File: config.mk
export PLATFORM = sky130hd
export DESIGN_NAME = mem_arbiter
export DESIGN_NICKNAME = d
export VERILOG_FILES = /design/src/rtl/mem_arbiter.sv
export SDC_FILE = /design/constraint.sdc
export NUM_CORES = 1
export LEC_CHECK = 0
export ABC_AREA = 1
export BUFFER_PORTS_ARGS = -buffer_cell sky130_fd_sc_hd__buf_4
export CORE_AREA = 2 2 201 203
export DETAILED_ROUTE_END_ITERATION = 6
export DIE_AREA = 0 0 203 205
export PLACE_DENSITY_LB_ADDON = 0.12
export SYNTH_ARGS = -nofsm -noshare
export SYNTH_HDL_FRONTEND = slang
export SYNTH_SLANG_ARGS = --single-unit
File: constraint.sdc
create_clock -name clk -period 1.7 [get_ports clk]
set_input_delay 0.085 -clock clk [delete_from_list [all_inputs] [get_ports clk]]
set_output_delay 0.085 -clock clk [all_outputs]
set_load 0.01 [all_outputs]
File: src/rtl/mem_arbiter.sv
// Single-port memory arbiter/sequencer shared by instruction fetch and load/store.
// Data accesses win ties; a streak counter guarantees fetch progress.
module mem_arbiter #(
    parameter int ADDR_W     = 64,
    parameter int DATA_W     = 64,
    parameter int STARVE_MAX = 4
) (
    input  logic              clk,
    input  logic              reset,
    input  logic              if_req,
    input  logic [ADDR_W-1:0] if_addr,
    output logic [DATA_W-1:0] if_rdata,
    output logic              if_done,
    input  logic              d_req,
    input  logic              d_we,
    input  logic [ADDR_W-1:0] d_addr,
    input  logic [DATA_W-1:0] d_wdata,
    output logic [DATA_W-1:0] d_rdata,
    output logic              d_done,
    output logic              mem_req,
    output logic              mem_we,
    output logic [ADDR_W-1:0] mem_addr,
    output logic [DATA_W-1:0] mem_wdata,
    input  logic [DATA_W-1:0] mem_rdata,
    input  logic              mem_ready,
    output logic              owner
);

    typedef enum logic [1:0] {IDLE, BUSY, RESP} state_t;

    localparam logic [3:0] SMAX = 4'(STARVE_MAX);

    state_t     state;
    state_t     state_nxt;
    logic [3:0] streak;
    logic       grant_d;
    logic       grant_f;

    always_ff @(posedge clk or negedge reset) begin
        if (!reset) begin
            state <= IDLE;
        end else begin
            state <= state_nxt;
        end
    end

    always_comb begin
        state_nxt = state;
        grant_d   = 1'b0;
        grant_f   = 1'b0;
        unique case (state)
            IDLE: begin
                grant_d = d_req && (!if_req || streak != SMAX);
                grant_f = if_req && !grant_d;
                if (grant_d || grant_f) begin
                    state_nxt = BUSY;
                end
            end
            BUSY: begin
                if (mem_ready) begin
                    state_nxt = RESP;
                end
            end
            RESP: state_nxt = IDLE;
            default: state_nxt = IDLE;
        endcase
    end

    // Request and done strobes decode straight from the state register.
    assign mem_req = (state == BUSY);
    assign if_done = (state == RESP) && !owner;
    assign d_done  = (state == RESP) && owner;

    always_ff @(posedge clk or negedge reset) begin
        if (!reset) begin
            owner     <= 1'b0;
            mem_we    <= 1'b0;
            mem_addr  <= '0;
            mem_wdata <= '0;
            streak    <= '0;
            if_rdata  <= '0;
            d_rdata   <= '0;
        end else begin
            if (grant_d) begin
                owner     <= 1'b1;
                mem_we    <= d_we;
                mem_addr  <= d_addr;
                mem_wdata <= d_wdata;
                if (!if_req) begin
                    streak <= '0;
                end else if (streak != SMAX) begin
                    streak <= streak + 4'd1;
                end
            end else if (grant_f) begin
                owner     <= 1'b0;
                mem_we    <= 1'b0;
                mem_addr  <= if_addr;
                mem_wdata <= '0;
                streak    <= '0;
            end
            // Stores leave d_rdata holding the last load result.
            if (state == BUSY && mem_ready) begin
                if (!owner) begin
                    if_rdata <= mem_rdata;
                end else if (!mem_we) begin
                    d_rdata <= mem_rdata;
                end
            end
        end
    end

endmodule

==> results.md <==
- All-Layer GR Usage: 0.221
- Placement-stage worst setup slack: 0.0687 ns
- RSZ-0062 raised after global routing: no
- Antenna violations before repair: 4
- Number of instances in the synthesized netlist: 1427
- Share of layout cells above drive strength 1: 0.284
- Num rows: 73
- Height of the chip: 205 µm
- Worst path arrival time: 2.03 ns
- DP Area: 16200 µm²
- CTS Buffer Depth: 3
- Gate power share: 0.466
- Tightest slew margin relative to the limit: 0.666
- Internal portion of total power: 0.0199 W
- Seq pwr share: 0.335
- Latest clock arrival within the worst-skew pair: 0.57 ns
- Die width: 203 µm
- Count of cells along the worst register-to-register path: 8
- Final setup margin: 0.119 ns
- Maximum clock frequency: 633 MHz
- TritonCTS clock tree: built
- Detailed-route wire length per cell: 17.9 µm
- Final Skew: 0.0112 ns
- Post-DRT Antenna Nets: 0
- Number of warnings issued by yosys: 0
- Die area: 41600 µm²
- Placed wire-length estimate: 31500 µm
- Final critical-path share of the clock period: 0.930
- Commonest non-fill, non-tap cell in the layout: sky130_fd_sc_hd__nand2_1
- Global-route congestion overflow total: 0
- Total of buffers placed on input and output ports: 522
- Area of all placed cells without fillers: 20100 µm²
- Sequential share of the synthesized area: 0.571
- Syn nets: 1691
- Hold WS: 0.0445 ns
- Leading cell types in the layout, fill and taps excluded: 581 x sky130_fd_sc_hd__nand2_1, 541 x sky130_fd_sc_hd__buf_4, 263 x sky130_fd_sc_hd__dfrtp_1, 260 x sky130_fd_sc_hd__dlygate4sd3_1, 195 x sky130_fd_sc_hd__nand3_1
- Total I/O pin count: 523
- Detailed Route Iter0 Violations: 607
- Summed instance area of the synthesized netlist: 11600 µm²
- Critical path fanouts, max: 47
- Net count reported at finish: 2461
- DRC violation count after routing: 0
- Fraction of power consumed by the clock network: 0.199
- Placer's final routability congestion estimate: 0.823
- Maxcap violations: 0
- WP data required: 2.15 ns
- Worst setup slack for register-to-register paths: 0.12 ns
- Worst voltage drop across the vdd grid: 0.000991 V
- Switch Pwr: 0.0127 W
- Number of cells on the worst hold path: 4
- Clock root buffer: sky130_fd_sc_hd__clkbuf_16
- Tmin final: 1.58 ns
- Hold Path Class: in2reg
- Initial core utilization: 0.294
- Switching Fraction: 0.389
- Max-slew violations: 0
- Hold path startpoint: d_req
- Pin count of the biggest net entering global routing: 102
- Vias post-DR: 12600
- Number of synthesized register bits: 264
- Number of detailed-routing iterations run before antenna repair: 7
- Library cells used by synthesis: 23
- R2r startpoint: state[1]
- Cts bufs inserted: 31
- Startpoint types: register
- Crit path capture type: register
- Vias per cell: 4.57
- Total wire length: 49200 µm
- First-pass GRT wire length: 72600 µm
- Power per cell area: 1620 nW/µm²
- Total count of hold-check failures in the final report: 0
- Critical path start-end classification: reg2reg
- End of the worst register-to-register path: mem_addr[57]
- Core footprint: 39400 µm²
- Total setup violations reported at the end of the flow: 0
- H-tree levels: 1
- Setup_tns: 0 ns
- Status: completed
- Total clock sinks: 264
- Final core utilization: 0.511
- Syn avg cell area: 8.11 µm²
- Leakage power of the design: 10.9 nW
- Clock transition at the register clock pins on the worst setup and hold paths after CTS: 0.06 ns
- Vias in the first global route: 12700
- Worst Hold End: mem_we
- Area delta synth->final: 73.9%
- Least-Margin Pin Slew: 0.501 ns
-- stage by stage --
step	instances	total power [W]
3_3_place_gp	2416	0.0250
3_5_place_dp	2416	0.0252
2_1_floorplan	1427	0.0171
4_1_cts	2733	0.0325
6_report	2750	0.0326
5_1_grt	2750	0.0348
-- flip-flops by register name (all words and copies together) (netlist names) --
register,cells
mem_addr,64
mem_wdata,64
if_rdata,64
d_rdata,64
streak,4
state,2
owner,1
mem_we,1
-- power groups by stage --
stage | registers (W) | clock network (W) | logic (W)
2_1_floorplan | 0.0121 | 0 | 0.00502
3_3_place_gp | 0.0109 | 0 | 0.0141
6_report | 0.0109 | 0.00647 | 0.0152
3_5_place_dp | 0.0110 | 0 | 0.0142
5_1_grt | 0.0113 | 0.00688 | 0.0166
4_1_cts | 0.0110 | 0.00665 | 0.0149
-- kinds of logic (layout without fill, tap and decap cells) --
group | after synthesis | count (layout) | synth area share
AND/OR/NAND/NOR | 788 | 788 | 0.281
other | 0 | 5 | 0
AO/OA/AOI/OAI | 136 | 136 | 0.0603
buffers and inverters | 235 | 1028 | 0.0844
XOR/XNOR | 2 | 2 | 0.00151
adder cells (fa/ha/maj) | 2 | 2 | 0.00216
flip-flops | 264 | 264 | 0.571
-- synth_stat cells --
library cell,count,area share
sky130_fd_sc_hd__buf_4,7,0.0045
sky130_fd_sc_hd__nand2_4,1,0.00097
sky130_fd_sc_hd__nor2_4,4,0.0039
sky130_fd_sc_hd__clkbuf_2,1,0.00043
sky130_fd_sc_hd__nand2_2,1,0.00054
sky130_fd_sc_hd__nand3_1,195,0.084
sky130_fd_sc_hd__inv_2,4,0.0013
sky130_fd_sc_hd__nor2_1,1,0.00032
sky130_fd_sc_hd__buf_2,53,0.023
sky130_fd_sc_hd__o21ai_1,10,0.0043
sky130_fd_sc_hd__nor3_1,2,0.00087
sky130_fd_sc_hd__nand2_1,584,0.19
sky130_fd_sc_hd__buf_1,3,0.00097
sky130_fd_sc_hd__o22ai_1,2,0.0011
sky130_fd_sc_hd__a21oi_4,1,0.0014
sky130_fd_sc_hd__dfrtp_1,264,0.57
sky130_fd_sc_hd__inv_1,135,0.044
sky130_fd_sc_hd__xor2_1,1,0.00076
sky130_fd_sc_hd__o31ai_1,1,0.00065
sky130_fd_sc_hd__o21ai_0,122,0.053
sky130_fd_sc_hd__ha_1,2,0.0022
sky130_fd_sc_hd__xnor2_1,1,0.00076
sky130_fd_sc_hd__clkbuf_1,32,0.010
-- worst max path at each step --
stage,slack (ns),start,to,depth (start not counted)
detailed placement,0.07,streak[0],mem_addr[17],9
finish,0.12,state[1],mem_addr[57],8
global route,0.002,streak[0],mem_addr[54],10
global placement,0.1,streak[0],mem_addr[9],9
CTS,0.01,owner,d_done,3
floorplan,0.25,streak[0],mem_addr[38],10
-- critical path, cell delays in order (launching register included) --
cell and delay (ns):
sky130_fd_sc_hd__dfrtp_1 0.42, sky130_fd_sc_hd__inv_2 0.09, sky130_fd_sc_hd__nand2_2 0.10, sky130_fd_sc_hd__nor2_4 0.14, sky130_fd_sc_hd__buf_12 0.14, sky130_fd_sc_hd__buf_12 0.23
sky130_fd_sc_hd__nand3_1 0.16, sky130_fd_sc_hd__nand3_1 0.11, sky130_fd_sc_hd__nand2_1 0.06
-- layer usage --
layer | global-route usage | routed length, µm | vias to the layer above
met3 | 0.0606 | 4010 | 81
met4 | 0.0641 | 1350 | 0
li1 | - | - | 5999
met1 | 0.277 | 19900 | 6019
met5 | 0 | 0 | -
met2 | 0.372 | 24000 | 478
-- cell type report --
type / count / area, µm²
repair buffers: 833 / 7330
well taps: 525 / 657
multi-input cells: 928 / 4020
clock buffers: 48 / 860
clock inverters: 8 / 96.3
flip-flops and latches: 264 / 6610
fillers: 3729 / 19300
diodes: 5 / 12.5
inverters: 139 / 524
-- timing repair --
action / in CTS / in global routing
setup buffers: 0 / 5
hold buffers: 260 / 0
endpoints found under the setup margin: 1 / 65
hold endpoints to repair: 526 / 0
gates cloned: 1 / 7
pin swaps: 0 / 3
gates resized for setup: 0 / 10
No activity file was read; power rests on OpenSTA's default activity.
